===== src/rtl/centroid_update_unit.sv =====
// Divides per-dimension coordinate sums by the point count with one shared restoring divider,
// then flags stability against the old center. Define ROUND_NEAREST_EN for round-half-up division.
module centroid_update_unit #(
  parameter int DIM           = 3,
  parameter int DIM_SIZE      = 8,
  parameter int ACC_SIZE      = 18,
  parameter int CNT_SIZE      = 10,
  parameter int STABLE_THRESH = 0
) (
  input  logic                      clk,
  input  logic                      rst,
  input  logic                      start,
  input  logic [DIM*ACC_SIZE-1:0]   acc_in,
  input  logic [CNT_SIZE-1:0]       count_in,
  input  logic [DIM*DIM_SIZE-1:0]   old_center,
  output logic                      busy,
  output logic                      done,
  output logic [DIM*DIM_SIZE-1:0]   new_center,
  output logic                      stable
);

`ifdef ROUND_NEAREST_EN
  localparam int DVD_W = ACC_SIZE + 1;
`else
  localparam int DVD_W = ACC_SIZE;
`endif
  localparam int REM_W  = DVD_W + 1;
  localparam int BIT_W  = $clog2(DVD_W);
  localparam int DIM_W  = (DIM > 1) ? $clog2(DIM) : 1;
  localparam int WIDE_W = DVD_W + DIM_SIZE;
  localparam logic [DIM_SIZE-1:0] MAX_Q  = {DIM_SIZE{1'b1}};
  localparam logic [DIM_SIZE-1:0] THRESH = DIM_SIZE'(STABLE_THRESH);

  typedef enum logic [1:0] {S_IDLE, S_DIV, S_CMP, S_DONE} state_t;

  state_t                    r_state;
  logic [DIM*ACC_SIZE-1:0]   r_acc;
  logic [CNT_SIZE-1:0]       r_cnt;
  logic [DIM*DIM_SIZE-1:0]   r_old;
  logic [DIM*DIM_SIZE-1:0]   r_work;
  logic [DIM_W-1:0]          r_dim;
  logic [BIT_W-1:0]          r_bit;
  logic [DVD_W-1:0]          r_rem;
  logic [DVD_W-2:0]          r_quo;
  logic                      r_busy;
  logic                      r_done;
  logic [DIM*DIM_SIZE-1:0]   r_new_center;
  logic                      r_stable;

  logic [ACC_SIZE-1:0]       w_acc_arr [DIM];
  logic [DIM-1:0]            w_in_thr;
  logic [ACC_SIZE-1:0]       w_acc_sel;
  logic [DVD_W-1:0]          w_dvd;
  logic [REM_W-1:0]          w_divisor;
  logic [REM_W-1:0]          w_rem_shift;
  logic                      w_ge;
  logic [DVD_W-1:0]          w_rem_sub;
  logic [DVD_W-1:0]          w_quo_full;
  logic [DIM_SIZE-1:0]       w_quo_sat;

  genvar gi;
  generate
    for (gi = 0; gi < DIM; gi++) begin : g_dim
      logic [DIM_SIZE-1:0] w_work;
      logic [DIM_SIZE-1:0] w_old;
      logic [DIM_SIZE-1:0] w_diff;
      assign w_acc_arr[gi] = r_acc[gi*ACC_SIZE +: ACC_SIZE];
      assign w_work        = r_work[gi*DIM_SIZE +: DIM_SIZE];
      assign w_old         = r_old[gi*DIM_SIZE +: DIM_SIZE];
      assign w_diff        = (w_work >= w_old) ? (w_work - w_old) : (w_old - w_work);
      assign w_in_thr[gi]  = (w_diff <= THRESH);
    end
  endgenerate

  assign w_acc_sel = w_acc_arr[r_dim];

`ifdef ROUND_NEAREST_EN
  // Adding half the divisor before a floor divide yields round-half-up.
  assign w_dvd = DVD_W'(w_acc_sel) + DVD_W'(r_cnt >> 1);
`else
  assign w_dvd = w_acc_sel;
`endif

  // Remainder stays below the divisor, so the subtraction fits in DVD_W bits once w_ge holds.
  assign w_divisor   = REM_W'(r_cnt);
  assign w_rem_shift = {r_rem, w_dvd[r_bit]};
  assign w_ge        = (w_rem_shift >= w_divisor);
  assign w_rem_sub   = w_rem_shift[DVD_W-1:0] - w_divisor[DVD_W-1:0];
  assign w_quo_full  = {r_quo, w_ge};
  assign w_quo_sat   = (WIDE_W'(w_quo_full) > WIDE_W'(MAX_Q)) ? MAX_Q : w_quo_full[DIM_SIZE-1:0];

  always_ff @(posedge clk) begin
    if (rst) begin
      r_state      <= S_IDLE;
      r_acc        <= '0;
      r_cnt        <= '0;
      r_old        <= '0;
      r_work       <= '0;
      r_dim        <= '0;
      r_bit        <= '0;
      r_rem        <= '0;
      r_quo        <= '0;
      r_busy       <= 1'b0;
      r_done       <= 1'b0;
      r_new_center <= '0;
      r_stable     <= 1'b0;
    end else begin
      case (r_state)
        S_IDLE: begin
          r_done <= 1'b0;
          if (start) begin
            r_acc  <= acc_in;
            r_cnt  <= count_in;
            r_old  <= old_center;
            r_busy <= 1'b1;
            r_dim  <= '0;
            r_bit  <= BIT_W'(DVD_W - 1);
            r_rem  <= '0;
            r_quo  <= '0;
            if (count_in != '0) begin
              r_state <= S_DIV;
            end else begin
              // Empty cluster keeps its center.
              r_work  <= old_center;
              r_state <= S_CMP;
            end
          end
        end
        S_DIV: begin
          r_rem <= w_ge ? w_rem_sub : w_rem_shift[DVD_W-1:0];
          r_quo <= w_quo_full[DVD_W-2:0];
          if (r_bit == '0) begin
            r_work[r_dim*DIM_SIZE +: DIM_SIZE] <= w_quo_sat;
            r_rem <= '0;
            r_quo <= '0;
            r_bit <= BIT_W'(DVD_W - 1);
            if (r_dim == DIM_W'(DIM - 1)) begin
              r_state <= S_CMP;
            end else begin
              r_dim <= r_dim + 1'b1;
            end
          end else begin
            r_bit <= r_bit - 1'b1;
          end
        end
        S_CMP: begin
          r_new_center <= r_work;
          r_stable     <= &w_in_thr;
          r_done       <= 1'b1;
          r_busy       <= 1'b0;
          r_state      <= S_DONE;
        end
        S_DONE: begin
          r_done  <= 1'b0;
          r_state <= S_IDLE;
        end
        default: r_state <= S_IDLE;
      endcase
    end
  end

  assign busy       = r_busy;
  assign done       = r_done;
  assign new_center = r_new_center;
  assign stable     = r_stable;

endmodule


===== config.mk =====
export PLATFORM = sky130hd
export DESIGN_NAME = centroid_update_unit
export DESIGN_NICKNAME = d
export VERILOG_FILES = /design/src/rtl/centroid_update_unit.sv
export SDC_FILE = /design/constraint.sdc
export NUM_CORES = 1
export LEC_CHECK = 0
export ABC_CLOCK_PERIOD_IN_PS = 12750
export BUFFER_PORTS_ARGS = -buffer_cell sky130_fd_sc_hd__buf_2
export CAP_MARGIN = 5
export CORE_MARGIN = 4
export CORE_UTILIZATION = 57
export DETAILED_ROUTE_END_ITERATION = 7
export HOLD_SLACK_MARGIN = 0.02
export PLACE_DENSITY = 0.88
export SLEW_MARGIN = 20
export SYNTH_ARGS = -nofsm -noshare
export SYNTH_HDL_FRONTEND = slang
export SYNTH_SLANG_ARGS = --single-unit

===== constraint.sdc =====
create_clock -name clk -period 12.75 [get_ports clk]
set_input_delay 2.55 -clock clk [delete_from_list [all_inputs] [get_ports clk]]
set_output_delay 2.55 -clock clk [all_outputs]
set_load 0.01 [all_outputs]

* Word-level counts from Yosys, hierarchy flattened
Cells that the tools add are included.
** Word-level totals
- Register bits after elaboration :: 183
- Input port bits :: 91
- Output and inout bits :: 27
- Logic and storage cells :: 95
** Cells by class
- $add $sub $neg :: 10
- Order comparisons :: 10
- Equality and inequality tests :: 9
- Shift operators :: 2
- Multiplexer cells :: 36
- Bitwise operators :: 1
- Reductions and logical operators :: 14
** Operators with widths (number)
- two-way mux 18 bit :: 5
- two-way mux 24 bit :: 3
- case mux 24 bit (2 select lines) :: 1
- subtractor 8 bit :: 6
- binary-select mux 18 bit (select 2 bit) :: 1
- case mux 18 bit (2 select lines) :: 1
- two-way mux 17 bit :: 2
- negation 5 -> 34 bit :: 1
- case mux 17 bit (2 select lines) :: 1
- variable shift 8 x 34 -> 24 bit, first input constant :: 1
- variable part select 8 x 34 -> 24 bit :: 1
- two-way mux 8 bit :: 4
- bitwise mux 24 bit :: 1
- greater-or-equal comparator 8 bit :: 3
- less-or-equal comparator 8 x 1 -> 1 bit, second input constant :: 3
- greater-or-equal comparator 19 x 10 -> 1 bit :: 1
- > comparator 18 x 8 -> 1 bit, second input constant :: 1
- subtractor 18 x 10 -> 18 bit :: 1
- two-way mux 2 bit :: 7
- two-way mux 5 bit :: 2
- != test 2 bit, second input constant :: 5
- case mux 5 bit (2 select lines) :: 1
- nonzero test 10 bit :: 1
- case mux 2 bit (4 select lines) :: 1
- 18 further kinds :: 28

* Logic depth before layout (Yosys ltp)
- Depth in word-level cells :: 13
- Depth in mapped cells :: 18
- Mapped depth without buffers :: 16

* Least setup slack after synthesis
Ideal clock, no wire load.
- Path type :: input -> register
- Start point :: input rst
- End point :: register r_stable, in the netlist stable
- Setup time :: 0.067 ns
- Data arrival time :: 4.313 ns
- Data required time :: 12.683 ns
- Path slack :: 8.370 ns
- Stages on the path :: 9
- Path buffers :: 1
- Path through :: clkbuf_1 nand4b_1 nor4_1 o211ai_1 or2_2 nor3b_1 o2111ai_1 a2111o_1 o21ai_2
** RTL lines
- start, declared :: RTL line 11 : input logic rst,
- end signal, assigned :: RTL line 148 : r_stable <= &w_in_thr;
- end, declared :: RTL line 48 : logic r_stable;

* Worst setup path in the final report
- Start point :: register r_bit[0]
- End point :: register r_rem[10]
** On the way
- Cells in the longest elaborated chain, start to end :: 6
- Elaborated cells between the ends (all ways) :: 8
- Those cells by class :: add/sub: 1; order compare: 1; mux: 5; reduce/logical: 1
** Ends and longest elaborated chain
- start, declared :: RTL line 42 : logic [BIT_W-1:0] r_bit;
- start signal, assigned :: RTL line 117 : r_bit <= BIT_W'(DVD_W - 1);
- start signal, assigned :: RTL line 136 : r_bit <= BIT_W'(DVD_W - 1);
- start signal, assigned :: RTL line 143 : r_bit <= r_bit - 1'b1;
- binary-select mux 1 bit (select 5 bit) :: RTL line 86 : assign w_rem_shift = {r_rem, w_dvd[r_bit]};
- two-way mux 1 bit (implied by the code) :: RTL line 86
- subtractor 18 x 10 -> 18 bit / greater-or-equal comparator 19 x 10 -> 1 bit (equally long branches) :: RTL line 88, 87
- two-way mux 18 bit :: RTL line 130 : r_rem <= w_ge ? w_rem_sub : w_rem_shift[DVD_W-1:0];
- two-way mux 18 bit * :: RTL line 132 : if (r_bit == '0) begin
- case mux 18 bit (2 select lines) * :: RTL line 108 : case (r_state)
- end signal, assigned :: RTL line 130
- end, declared :: RTL line 43 : logic [DVD_W-1:0] r_rem;
Every way passes the cells marked *; elsewhere a longest branch is shown, timed or not. The select of a mux whose other input is x is not followed.
A chain may end at the register's enable or synchronous reset.

==> metrics.yaml <==
run_status:
  status: "finished clean"
layout:
  area_growth_pct: 12.32
  nets: 1467
  mostFrequentLayoutCell: "nand2_1"
  nFillCells: 1380
  layout.area.seq_um2: 3665
  final_cells: 1551
  multi_input_area_um2: 5652
  drive_above_1_share_pct: 16.38
  most-common-layout-cells: "nand2_1, dfxtp_1, a21oi_1"
  finalCoreUtilization_pct: 65.06
place:
  portBuffers: 117
  place_hpwl_mm: 17.28
  pre_cts_ws_ns: 7.715
  dp.cells: 1518
  gp_congestion: 0.8774
yosys:
  synth.net_count: 1396
  synth-seq-cells: 183
  synth_edf_count: 0
  yosys.area.top_type: "dfxtp_1"
  seq_area_frac_synth_pct: 36.70
  synth_fa_ha_area_share_pct: 8.096
  yosys.area.top_type_share_pct: 36.70
  syn-mean-instance-area_um2: 8.045
  synthMuxAreaShare_pct: 8.435
  synth_cells: 1241
  synth_cell_types: 71
  netlist_area_um2: 9983
  synthSimpleGateAreaFrac_pct: 20.18
  synth_top_family_by_area: "simple AND/OR/NAND/NOR gates"
  ys.warnings.count: 0
  synth_area_leaders: "dfxtp_1, nand2_1, ha_1"
  synth_compound_area_share_pct: 17.92
  synth_flop_cell: "dfxtp_1"
  synth-async-reset-ratio_pct: 0
  synth_xor_area_share_pct: 1.842
hold_path:
  hold_path_depth: 2
  min_path_type: "flip-flop to flip-flop"
global_route:
  grt_pass1_vias: 8465
  grt_max_degree: 95
  grt_overflow: 0
  grt_pass1_wl_mm: 40.30
  antenna_found_initial: 2
  gr-usage-all-layers_pct: 24.63
route:
  drtPass1Iterations: 5
  viasPerCell: 5.772
  drc: 0
  drt-wirelength-per-cell_um: 16.01
  drt_wl_total_mm: 24.83
  vias: 8952
  ant_nets: 0
  drtIter0Drc: 695
power:
  power_mw: 2.455
  ir_drop_v: 0.0001280
  swShare_pct: 41.70
  clockPowerShare_pct: 21.4
  total_leakage_power_nw: 4.507
  seqPwrFrac_pct: 29.7
  switching_power_mw: 1.024
  p_comb_share_pct: 49.0
  p_int_mw: 1.431
  p_per_area_nw_per_um2: 219.0
worst_setup_path:
  path_class: "flip-flop to flip-flop"
  crit_slowest_cell: "dfxtp_2"
  cp_max_fo: 18
  worstPathBufferInverterCount: 1
  arrival_ns: 4.97
  r2r_cells: 16
  path_depth: 16
  critical_path.top_delay_family: "multiplexers"
  endpoint_kind: "flip-flop"
  crit_chain: "mux4_2, mux4_2, mux2i_1, a211oi_1, a21oi_1, ha_1, nor2b_1, o21ai_0, a21oi_1, nor3_1, o2111ai_1, buf_4, and2_1, and3_1, o21ai_0, a21oi_1"
  start_kind: "flip-flop"
  path_common_cell: "a21oi_1"
  slowest_delay_ns: 0.68
  critPathRequiredTime_ns: 13.03
timing:
  setup_slack_ns: 8.061
  fmax_mhz: 213.2
  setup-tns-final_ns: 0
  relSlewSlack_pct: 28.33
  slew_viol_final: 0
  finalSetupViolCount: 0
  fin_crit_ns: 4.689
  rsz0062_at_grt: "false"
  hold_viol_final: 0
  clock_skew_ns: 0.008506
  tightestPinTransition_ns: 1.071
  min_period_over_period_pct: 36.78
floorplanning:
  boundaryPins: 118
  die_y_um: 140.3
  die_w_um: 140.3
  core-area_um2: 17240
  start_util_pct: 57.92
  std_cell_rows: 48
  die_area_um2: 19700
clock_network:
  clkSinkCount: 183
  htreeDepth: 4
  clk_latency_ns: 0.44
  cts_buffer_depth: 2
  cts_root_buffer: "clkbuf_16"
  cts_setup_buffers: 0
  cts_tree: "yes"
  numCtsBuffers: 17
  clkTransAtPathRegs_ns: 0.07
  post_cts_resized: 0
  cts_hold_buf: 0
job:
  drv_cap: 0
[worst reg2reg max path, cell delays in order (launching register included)]
cell and delay (ns):
dfxtp_2 0.68, mux4_2 0.59, mux4_2 0.52, mux2i_1 0.18
a211oi_1 0.09, a21oi_1 0.24, ha_1 0.24, nor2b_1 0.06
o21ai_0 0.21, a21oi_1 0.13, nor3_1 0.30, o2111ai_1 0.36
buf_4 0.31, and2_1 0.21, and3_1 0.18, o21ai_0 0.15
a21oi_1 0.09
[power groups by stage]
stage                     clock (mW)  combinational, mW  sequential [mW]
after floorplan                    0              0.969            0.706
after global placement             0               1.14            0.734
after detailed placement           0               1.18            0.738
after CTS                      0.529               1.19            0.726
after global routing           0.554               1.33            0.738
final                          0.525               1.20            0.728
[layer usage]
layer	up-vias	global-route usage, %	share of wire [%]
li1	4407	-	-
met5	-	0	0.052
met4	2	7.751	2.2
met2	305	41.89	49
met3	42	5.087	6.7
met1	4196	31.44	42
[stage by stage]
step	area, µm²	hold slack (ns)
after floorplan	9983	0.4321
final	11210	0.4557
after global placement	10620	0.4409
after detailed placement	10620	0.4465
after global routing	11210	0.4750
after CTS	11200	0.4567
[logic make-up (layout without fill, tap and decap cells)]
kind of cell	Yosys count	after routing
and+or+nand+nor	457	457
AOI/OAI and AO/OA	277	277
DFF	183	183
buffers and inverters	176	260
adders and majority gates	64	64
muxes	63	63
xor gates and xnor gates	21	21
other	0	1
[state kept, by name (all words and copies together), names as in the netlist]
signal and cells:
stable 1, r_old 24, r_bit 5, r_dim 2, done 1, r_rem 18
r_cnt 10, r_work 24, r_state 2, r_acc 54, r_quo 17, new_center 24
busy 1
[area by class of cell]
type | instances | area share, %
Timing Repair Buffer | 123 | 5.646
Clock buffer | 19 | 3.950
Clock inverter | 13 | 1.272
Tap cell | 225 | 2.511
Multi-Input combinational cell | 882 | 50.40
Inverter | 105 | 3.515
Sequential cell | 183 | 32.68
Antenna cell | 1 | 0.02232
[path summary, 6_finish.rpt]
check                           slack, ns                      to                   from
worst max-delay path                 8.06  r_rem[10]$_SDFFE_PP0P_  r_bit[0]$_SDFFE_PP0P_
worst min register to register       0.46   r_cnt[2]$_SDFFE_PP0P_  r_cnt[2]$_SDFFE_PP0P_
worst max register to register       8.06  r_rem[10]$_SDFFE_PP0P_  r_bit[0]$_SDFFE_PP0P_
worst min-delay path                 0.46   r_cnt[2]$_SDFFE_PP0P_  r_cnt[2]$_SDFFE_PP0P_
[cells in the mapped netlist (7+ instances only)]
master	count
nand2_1	225
dfxtp_1	183
a21oi_1	141
inv_1	105
nor2_1	98
ha_1	63
clkbuf_1	52
mux2i_1	38
nand3_1	35
nor3_1	33
o21ai_0	30
mux4_2	16
o221a_2	15
xnor2_1	15
buf_1	11
o221ai_1	11
a22oi_1	10
mux2_2	9
nand2b_1	9
nor2b_1	8
nor4_1	8
a22o_1	7
nand4_1	7
o21a_1	7
(Power assumes the default switching activity.)
